**src/rtl/sub_pkg.sv**
```systemverilog
// rtl/sub_pkg.sv - shared types and constants for the serial subtractor
//
// Purpose: controller state encoding and default operand width used by
// serial_subtractor and its bench.
// Contents:
//   state_t        IDLE / SHIFT / DONE, 2-bit encoding
//   DEFAULT_WIDTH  operand and result width when not overridden
package sub_pkg;

  localparam int DEFAULT_WIDTH = 4;

  typedef enum logic [1:0] {
    IDLE  = 2'd0,
    SHIFT = 2'd1,
    DONE  = 2'd2
  } state_t;

endpackage

```
**src/rtl/full_sub.sv**
```systemverilog
// rtl/full_sub.sv - combinational 1-bit full subtractor cell
//
// Purpose: computes one bit of A - B - Bi.
// Ports:
//   A   input   minuend bit
//   B   input   subtrahend bit
//   Bi  input   borrow in
//   D   output  difference bit
//   Bo  output  borrow out
module full_sub (
  input  logic A,
  input  logic B,
  input  logic Bi,
  output logic D,
  output logic Bo
);

  assign D  = A ^ B ^ Bi;
  // Borrow when the minuend bit is 0 and the subtrahend bit is 1, or when
  // the two bits are equal and a borrow is already pending.
  assign Bo = (~A & B) | (~(A ^ B) & Bi);

endmodule

```
**src/rtl/serial_subtractor.sv**
```systemverilog
// rtl/serial_subtractor.sv - bit-serial unsigned subtractor with start/busy/done handshake
//
// Purpose: computes D = A - B one bit per clock, LSB first, through a single
// full_sub cell and a registered borrow. Result appears WIDTH cycles after
// the accepting edge.
// Ports:
//   clk    input          rising-edge clock
//   rst_n  input          asynchronous active-low reset
//   start  input          request a subtraction (ignored while busy)
//   A      input  [W-1:0] minuend, captured on the accepting edge
//   B      input  [W-1:0] subtrahend, captured on the accepting edge
//   D      output [W-1:0] registered difference, (A - B) mod 2^W
//   Bo     output         registered borrow out, 1 iff A < B
//   busy   output         high while shifting
//   done   output         one-cycle pulse when D/Bo show a new result
module serial_subtractor
  import sub_pkg::*;
#(
  parameter int WIDTH = DEFAULT_WIDTH
) (
  input  logic             clk,
  input  logic             rst_n,
  input  logic             start,
  input  logic [WIDTH-1:0] A,
  input  logic [WIDTH-1:0] B,
  output logic [WIDTH-1:0] D,
  output logic             Bo,
  output logic             busy,
  output logic             done
);

  localparam int CNT_W = $clog2(WIDTH);
  localparam logic [CNT_W-1:0] LAST_CNT = CNT_W'(WIDTH - 1);

  state_t           state_q, state_d;
  logic [WIDTH-1:0] a_sr_q, a_sr_d;
  logic [WIDTH-1:0] b_sr_q, b_sr_d;
  // Only WIDTH-1 partial bits ever need holding: the final bit goes straight
  // from the cell into the result register.
  logic [WIDTH-2:0] d_sr_q, d_sr_d;
  logic             borrow_q, borrow_d;
  logic [CNT_W-1:0] cnt_q, cnt_d;
  logic [WIDTH-1:0] d_q, d_d;
  logic             bo_q, bo_d;

  logic cell_diff;
  logic cell_bout;

  full_sub u_full_sub (
    .A  (a_sr_q[0]),
    .B  (b_sr_q[0]),
    .Bi (borrow_q),
    .D  (cell_diff),
    .Bo (cell_bout)
  );

  always_comb begin
    state_d  = state_q;
    a_sr_d   = a_sr_q;
    b_sr_d   = b_sr_q;
    d_sr_d   = d_sr_q;
    borrow_d = borrow_q;
    cnt_d    = cnt_q;
    d_d      = d_q;
    bo_d     = bo_q;
    busy     = 1'b0;
    done     = 1'b0;

    case (state_q)
      IDLE, DONE: begin
        // DONE accepts a new start exactly like IDLE, giving back-to-back ops.
        done    = (state_q == DONE);
        state_d = IDLE;
        if (start) begin
          a_sr_d   = A;
          b_sr_d   = B;
          d_sr_d   = '0;
          borrow_d = 1'b0;
          cnt_d    = '0;
          state_d  = SHIFT;
        end
      end

      SHIFT: begin
        busy     = 1'b1;
        a_sr_d   = a_sr_q >> 1;
        b_sr_d   = b_sr_q >> 1;
        // New bit enters at the MSB end; the oldest bit moves toward bit 0.
        d_sr_d   = (WIDTH-1)'({cell_diff, d_sr_q} >> 1);
        borrow_d = cell_bout;
        cnt_d    = cnt_q + CNT_W'(1);
        if (cnt_q == LAST_CNT) begin
          d_d     = {cell_diff, d_sr_q};
          bo_d    = cell_bout;
          state_d = DONE;
        end
      end

      default: state_d = IDLE;
    endcase
  end

  always_ff @(posedge clk or negedge rst_n) begin
    if (!rst_n) begin
      state_q  <= IDLE;
      a_sr_q   <= '0;
      b_sr_q   <= '0;
      d_sr_q   <= '0;
      borrow_q <= 1'b0;
      cnt_q    <= '0;
      d_q      <= '0;
      bo_q     <= 1'b0;
    end else begin
      state_q  <= state_d;
      a_sr_q   <= a_sr_d;
      b_sr_q   <= b_sr_d;
      d_sr_q   <= d_sr_d;
      borrow_q <= borrow_d;
      cnt_q    <= cnt_d;
      d_q      <= d_d;
      bo_q     <= bo_d;
    end
  end

  assign D  = d_q;
  assign Bo = bo_q;

endmodule
```
**config.mk**
```make
export PLATFORM = sky130hd
export DESIGN_NAME = serial_subtractor
export DESIGN_NICKNAME = d
export VERILOG_FILES = /design/src/rtl/sub_pkg.sv /design/src/rtl/full_sub.sv /design/src/rtl/serial_subtractor.sv
export SDC_FILE = /design/constraint.sdc
export NUM_CORES = 1
export LEC_CHECK = 0
export BUFFER_PORTS_ARGS = -buffer_cell sky130_fd_sc_hd__buf_2
export CAP_MARGIN = 40
export CELL_PAD_IN_SITES_DETAIL_PLACEMENT = 0
export CELL_PAD_IN_SITES_GLOBAL_PLACEMENT = 1
export CORE_MARGIN = 8
export CORE_UTILIZATION = 38
export DETAILED_ROUTE_END_ITERATION = 10
export MAX_ROUTING_LAYER = met4
export PLACE_DENSITY = 0.69
export SLEW_MARGIN = 30
export SYNTH_ARGS = -nofsm -noshare
export SYNTH_HDL_FRONTEND = slang
export SYNTH_SLANG_ARGS = --single-unit
```
**constraint.sdc**
```tcl
create_clock -name clk -period 1.1 [get_ports clk]
set_input_delay 0.11 -clock clk [delete_from_list [all_inputs] [get_ports clk]]
set_output_delay 0.11 -clock clk [all_outputs]
set_load 0.01 [all_outputs]
```
**Word level (Yosys, flattened, before mapping)**

Cells that the tools add are included.

- Bits in registers: 21
- Input port bits: 11
- Output and inout bits: 7
- Word-level logic and storage cells: 41

- Add/sub/neg operators: 1
- Equality and inequality tests: 5
- Mux-type cells: 15
- Bitwise operators: 7
- Reduce and logical (&&, ||, !) cells: 5

Operator list:

| operator | count |
|---|---|
| $pmux W4 S2 | 2 |
| $mux W4 | 2 |
| $pmux W2 S2 | 2 |
| $pmux W3 S2 | 1 |
| $eq A2 B2 Y1 const B | 2 |
| $mux W1 | 4 |
| $mux W2 | 2 |
| $ne A2 B2 Y1 const B | 2 |
| $reduce_and A2 Y1 | 2 |
| $mux W3 | 1 |
| $add A2 B1 Y2 const B | 1 |
| $and A1 B1 Y1 | 2 |
| $eq A2 B1 Y1 const B | 1 |
| $logic_not A2 Y1 | 1 |
| $not A1 Y1 | 2 |
| $pmux W1 S2 | 1 |
| $reduce_bool A2 Y1 | 1 |
| $reduce_or A2 Y1 | 1 |
| $xor A1 B1 Y1 | 2 |
| $or A1 B1 Y1 | 1 |

**Depth between registers and ports, before layout**

Gate-level depths: netlist of the first run.

- Depth in word-level cells: 5
- Mapped depth: 4
- Gate-level depth less buffers: 4

**Hierarchy**

Synthesis of the first run repeated with hierarchy kept, for this count alone.

- Cells, all modules: 82
- Area, all modules: 1098.6 sq um

Modules (own cells, without submodules):

| module | times used | cells each | area an instance (sq um) | sequential area each (sq um) |
|---|---|---|---|---|
| serial_subtractor | 1 | 78 | 1067.3 | 525.5 |
| full_sub | 1 | 4 | 31.3 | 0.0 |

**Least setup slack after synthesis of the first run**

Ideal clock, no wire load.

- Kind: register to register
- Start: reg b_sr_q[0]
- End: reg d_q[3], in the netlist D[3]
- Data arrival time: 1.129 ns
- Required time: 0.975 ns
- Slack: -0.154 ns
- Cell stages (with the launch flop): 4
- Path through: dfrtp_1 > inv_1 > fa_1 > mux2_4

- Cells in the longest elaborated chain, start to end: 2

RTL lines:

| element | RTL line | text |
|---|---|---|
| start: declaration | serial_subtractor.sv:37 | `logic [WIDTH-1:0] b_sr_q, b_sr_d;` |
| start signal: assignment | serial_subtractor.sv:116 | `b_sr_q <= b_sr_d;` |
| $xor A1 B1 Y1 (2 in a row) | full_sub.sv:18 | `assign D = A ^ B ^ Bi;` |
| via cell_diff | serial_subtractor.sv:46 | `logic cell_diff;` |
| end signal: assignment | serial_subtractor.sv:111 | `d_q <= '0;` |
| end signal: assignment | serial_subtractor.sv:120 | `d_q <= d_d;` |
| end: declaration | serial_subtractor.sv:43 | `logic [WIDTH-1:0] d_q, d_d;` |

The timed path passes the listed nets, and every way through them passes these cells.
A chain may end at the register's enable or synchronous reset.

**Worst setup path in the final report of the first run**

Ends and elaborated chain as after synthesis.

==> results of run 1 <==
==> synth_stat cells (all sizes together) <==
cell type | instances | area share, %
dfrtp | 21 | 52
a22o | 7 | 6.0
mux2 | 7 | 10
mux2i | 6 | 5.9
nor2b | 6 | 3.7
a211oi | 4 | 3.0
a21oi | 4 | 2.0
buf | 4 | 2.8
inv | 4 | 1.5
nor2 | 4 | 1.5
o21ai | 3 | 1.5
nand2b | 2 | 1.2
nor3 | 2 | 0.99
o22ai | 2 | 1.2
fa | 1 | 2.0
ha | 1 | 1.2
nand2 | 1 | 0.37
nand3 | 1 | 0.49
nand3b | 1 | 2.0
xnor2 | 1 | 0.86
==> cell families (layout without fill, tap and decap cells) <==
kind of cell	Yosys count	after routing	synth area share (%)
compound gates	20	20	13.7
xor+xnor	1	1	0.863
fa+ha+maj	2	2	3.21
buf+inv	8	52	4.32
flops	21	21	51.8
mux	13	13	15.9
simple gates	17	17	10.2
==> worst max path at each step <==
stage | startpoint | end | slack [ps] | cells past startpoint
floorplan | b_sr_q[0] | D[3] | -140 | 3
global placement | b_sr_q[0] | D[3] | -150 | 3
detailed placement | b_sr_q[0] | D[3] | -160 | 3
CTS | borrow_q | D[3] | -170 | 3
global route | state_q[1] | done | -230 | 3
finish | b_sr_q[0] | D[3] | -180 | 3
==> layer usage <==
metal  vias to the layer above  routed length [um]  part of all wire (%)
met2                        19                1060                    45
met1                       370                1150                    48
met4                         0                  36                   1.5
li1                        380                   -                     -
met5                         -                   0                     0
met3                         4                 126                   5.3
==> where the power goes <==
group          internal, uW  switching (uW)
clock network           136             246
registers              1130             315
logic                  1610             997
total                  2880            1560
==> final cells by class <==
class                           count  area (sq um)  share of cell area (%)
Clock buffer                        3          22.5                    1.46
Clock inverter                      1          5.00                   0.325
Inverter                            4          17.5                    1.14
Multi-Input combinational cell     53           557                    36.1
Sequential cell                    21           528                    34.3
Tap cell                           30          37.5                    2.44
Timing Repair Buffer               44           373                    24.2
==> cells in the final DEF (no fill, tap or decap), types with 2 or more instances in the layout <==
cell type  Yosys  final
a211oi_2       0      4
a21oi_1        4      4
a22o_1         7      7
buf_2          2     15
buf_4          1     12
buf_6          1     14
clkbuf_4       0      3
dfrtp_1       21     19
dfrtp_2        0      2
inv_2          1      3
mux2_4         6      7
mux2i_1        6      6
nand2b_4       0      2
nor2_1         4      3
nor2b_1        6      3
nor2b_4        0      3
o21ai_1        2      2
==> stage by stage <==
stage          hold WS (ps)  setup WS (ps)  total power, uW  setup TNS, ps  area (sq um)
2_1_floorplan          -186           -141             2540           -386          1020
3_3_place_gp           92.7           -146             3110          -1020          1210
3_5_place_dp           98.3           -163             3150           -975          1210
4_1_cts                25.3           -175             4130          -1480          1450
5_1_grt                25.8           -228             4760          -2480          1540
6_report               26.6           -183             4440          -1580          1540
==> timing repair <==
item | in CTS | in global routing
endpoints found under the hold margin | 21 | 0
setup endpoints to repair | 19 | 22
setup buffers | 11 | 3
pin swaps | 7 | 9
gates resized for setup | 28 | 14
hold buffers | 1 | 0
cloned | 0 | 1
==> registers in the layout, indices dropped and copies added, names as in the netlist <==
signal and flops:
b_sr_q 4, d_sr_q 3, D 4, state_q 2
borrow_q 1, Bo 1, a_sr_q 4, cnt_q 2
==> worst max-delay path, stage by stage (launching register included) <==
cell     delay (ps)
dfrtp_1         420
inv_2            60
fa_2            430
mux2_4          270
==> impl_metrics.json, run 1 <==
{
  "synth_area_sq_um": 1010,
  "hp-class": "in -> reg",
  "die_width_um": 67.7,
  "drt_iter0_drc": 10,
  "yosysUniqueCellTypes": 25,
  "syn_inst": 82,
  "vdd_drop_max_mv": 1.64,
  "rows": 18,
  "worstSetupPathType": "reg -> reg",
  "n_antenna_cell": 0,
  "ys_seq_area_share_pct": 51.8,
  "grt_max_degree": 22,
  "outcome": "finished with violations",
  "io_pins": 18,
  "global_route.usage.met2_pct": 17.9,
  "reg2reg_depth": 3,
  "start_kind": "flop",
  "clkLatencyLatePin_ps": 310,
  "clock_sinks": 21,
  "fin_skew_ps": 1.19,
  "timing.rr.end": "D[3]",
  "drt_pass1_iterations": 2,
  "io_buffers": 17,
  "track_usage_pct": 11.7,
  "worst_pin_slew_ps": 472,
  "rsz0062_at_grt": "yes",
  "dp_cells": 138,
  "start_util_pct": 40.6,
  "crit_required_ps": 1310,
  "worstPathMaxFanout": 2,
  "cp.arrival_ps": 1490,
  "ys_warn_count": 0,
  "dp_hpwl_um": 1470,
  "syn_avg_cell_area_sq_um": 12.4,
  "cts_root_buffer": "clkbuf_4",
  "drc": 0,
  "ys_seq_elements": 21,
  "endpoint_kind": "flop",
  "use_met1_pct": 14.2,
  "fmax_mhz": 780,
  "worstHoldPathCells": 2,
  "postRouteAntennaNets": 0,
  "failed_checks": "setup timing",
  "antenna_found_initial": 0,
  "r2r_slack_ps": -180,
  "grt_pass1_vias": 824,
  "area_growth_pct": 51.8,
  "wire_per_inst_um": 15.3,
  "grt_busiest_layer": "met2",
  "met3_usage_pct": 4.14,
  "die_y_um": 67.7,
  "holdPathEnd": "b_sr_q[3]",
  "r2r_start": "b_sr_q[0]",
  "cap_violations": 0,
  "finalNonFillerCells": 156,
  "die_area_sq_um": 4580,
  "synth_fp_nets": 95,
  "period_needed_ps": 1280,
  "leakage_uw": 0.000739,
  "final_util_pct": 61.6,
  "fin_ws_ps": -183,
  "setup_viol": 17,
  "routabilityCongestion": 0.698,
  "p_per_area_nw_per_um2": 2880,
  "fin_nets": 140,
  "wl_um": 2380,
  "hold_violations": 0,
  "grt_first_pass_wirelength_um": 3920,
  "cts_tree": "yes",
  "core_sq_um": 2500,
  "drive_gt1_share_pct": 61.1,
  "gr-total-overflow": 0,
  "maxSlewViolCount": 0,
  "clk_pin_slew_ps": 120,
  "cts_buffers": 3,
  "n_fill_cell": 199,
  "viasPerCell": 4.96,
  "vias": 773,
  "clock_path_buffers": 2,
  "htreeDepth": 1,
  "slew_headroom_pct": 68.5,
  "period_share_pct": 117,
  "min-delay-start": "B[3]"
}
No activity file was read; power rests on OpenSTA's default activity.
==> inputs of run 2 (changes only) <==
- CELL_PAD_IN_SITES_DETAIL_PLACEMENT: 0 -> unset
- CELL_PAD_IN_SITES_GLOBAL_PLACEMENT: 1 -> unset
- CORE_UTILIZATION: 38 -> 48
- GPL_TIMING_DRIVEN: unset -> 0
- PLACE_DENSITY: 0.69 -> 0.7
==> run 2 against run 1 <==
  * Sequential share of layout area is 4.6 points higher
  * Worst setup slack worse by 9.4 ps
  * The flow still finishes with violations (setup timing)
  * Largest cell class is now flip-flops and latches
  * Critical endpoint unchanged
  * Clock power is 2% lower
  * Flip-flop and latch count stayed put
  * Routed wire length is 10% lower
  * Total power is 13% lower
  * Utilization is 6.7 points higher
  * Maximum frequency is 0.73% lower
==> impl_metrics.json, run 2 (synthesized netlist as in run 1, its figures left out) <==
{
  "period_share_pct": 117,
  "dp_hpwl_um": 1410,
  "maxSlewViolCount": 0,
  "hp-class": "in -> reg",
  "cts_root_buffer": "clkbuf_4",
  "viasPerCell": 5.26,
  "clk_pin_slew_ps": 110,
  "drt_pass1_iterations": 4,
  "die_y_um": 62.0,
  "track_usage_pct": 12.1,
  "r2r_slack_ps": -190,
  "final_util_pct": 68.3,
  "rsz0062_at_grt": "yes",
  "wire_per_inst_um": 14.9,
  "endpoint_kind": "flop",
  "drive_gt1_share_pct": 50.0,
  "pre_cts_ws_ps": -200,
  "cp.arrival_ps": 1500,
  "r2r_start": "b_sr_q[0]",
  "grt_busiest_layer": "met2",
  "die_area_sq_um": 3840,
  "fin_nets": 130,
  "area_growth_pct": 33.4,
  "hold_violations": 0,
  "io_pins": 18,
  "holdPathEnd": "b_sr_q[3]",
  "use_met1_pct": 14.4,
  "power_uw": 3860,
  "drt_iter0_drc": 11,
  "reg2reg_depth": 3,
  "worstSetupPathType": "reg -> reg",
  "slew_headroom_pct": 69.4,
  "timing.hold.ws_ps": 36.9,
  "finalInstanceArea_sq_um": 1350,
  "worst_pin_slew_ps": 459,
  "grt_pass1_vias": 726,
  "cts_buffers": 3,
  "core_sq_um": 1980,
  "period_needed_ps": 1290,
  "vias": 752,
  "met3_usage_pct": 3.09,
  "n_antenna_cell": 0,
  "clkLatencyLatePin_ps": 300,
  "failed_checks": "setup timing",
  "cts_tree": "yes",
  "start_kind": "flop",
  "timing.rr.end": "D[3]",
  "setup_viol": 11,
  "die_width_um": 62.0,
  "worstHoldPathCells": 2,
  "clock_path_buffers": 2,
  "dpl_cell_area_sq_um": 1140,
  "gr-total-overflow": 0,
  "fin_skew_ps": 1.20,
  "clock_sinks": 21,
  "postRouteAntennaNets": 0,
  "io_buffers": 17,
  "fin_ws_ps": -192,
  "rows": 16,
  "p_per_area_nw_per_um2": 2850,
  "htreeDepth": 1,
  "cap_violations": 0,
  "outcome": "finished with violations",
  "crit_required_ps": 1300,
  "final_cell_mix": "dfrtp_1, buf_2, buf_4",
  "final_common_cell": "dfrtp_1",
  "min-delay-start": "B[3]",
  "grt_first_pass_wirelength_um": 3260,
  "grt_max_degree": 22,
  "drc": 0,
  "wl_um": 2140,
  "fmax_mhz": 774,
  "vdd_drop_max_mv": 1.75,
  "worstPathMaxFanout": 2,
  "routabilityCongestion": 0.762,
  "leakage_uw": 0.000654,
  "start_util_pct": 51.2,
  "antenna_found_initial": 0,
  "global_route.usage.met2_pct": 18.6
}
## run 2: changes by cell type in the layout (fill, tap and decap cells not counted), moves of 2 or more
cell      before  now
buf_6         14    7
nor3_1         0    2
a211oi_1       0    3
nor2b_4        3    0
a211oi_2       4    1
buf_2         15   17
nor2b_1        3    5
buf_4         12    9
## run 2: worst max-delay path by stage
stage              start    to  slack [ps]  cells after the start
2_1_floorplan  b_sr_q[0]  D[3]        -140                      3
3_3_place_gp   b_sr_q[0]  D[3]        -200                      3
3_5_place_dp   b_sr_q[0]  D[3]        -200                      3
4_1_cts        b_sr_q[0]  D[3]        -200                      3
5_1_grt        b_sr_q[0]  D[3]        -220                      3
6_report       b_sr_q[0]  D[3]        -190                      3
## run 2: through the flow
stage / cells / TNS, ps
finish: 143 / -1250
global placement: 126 / -815
global route: 143 / -1840
detailed placement: 126 / -968
CTS: 138 / -1150
floorplan: 82 / -386
## run 2: repair_timing
action / in CTS / in global routing
hold buffers: 1 / 0
resized for setup: 8 / 15
hold endpoints to repair: 21 / 0
pin swaps: 4 / 7
buffers inserted: 7 / 6
setup endpoints to repair: 13 / 21
## run 2: metal layers
metal | routed length, um | up-vias
li1 | - | 362
met1 | 994 | 369
met2 | 1020 | 18
met3 | 92 | 3
met4 | 25 | 0
met5 | 0 | -
## run 2: power breakdown
group	internal, uW	leakage (uW)	switching [uW]	total, uW
Sequential	1130	0.000260	269	1400
Combinational	1210	0.000379	879	2090
Clock	142	0.0000150	233	374
## run 2: area by class of cell
cell class                 instances  area [sq um]
fill                             149           628
sequential                        21           527
multi-input combinational         53           508
timing repair buffer              30           203
buffer                             4          38.8
tap                               27          33.8
clock buffer                       4          26.3
inverter                           4          17.5
## run 2: critical path, cell delays in order, from the launching register on
cell and delay, ps:
dfrtp_1 390, inv_2 50, fa_2 470, mux2_4 280
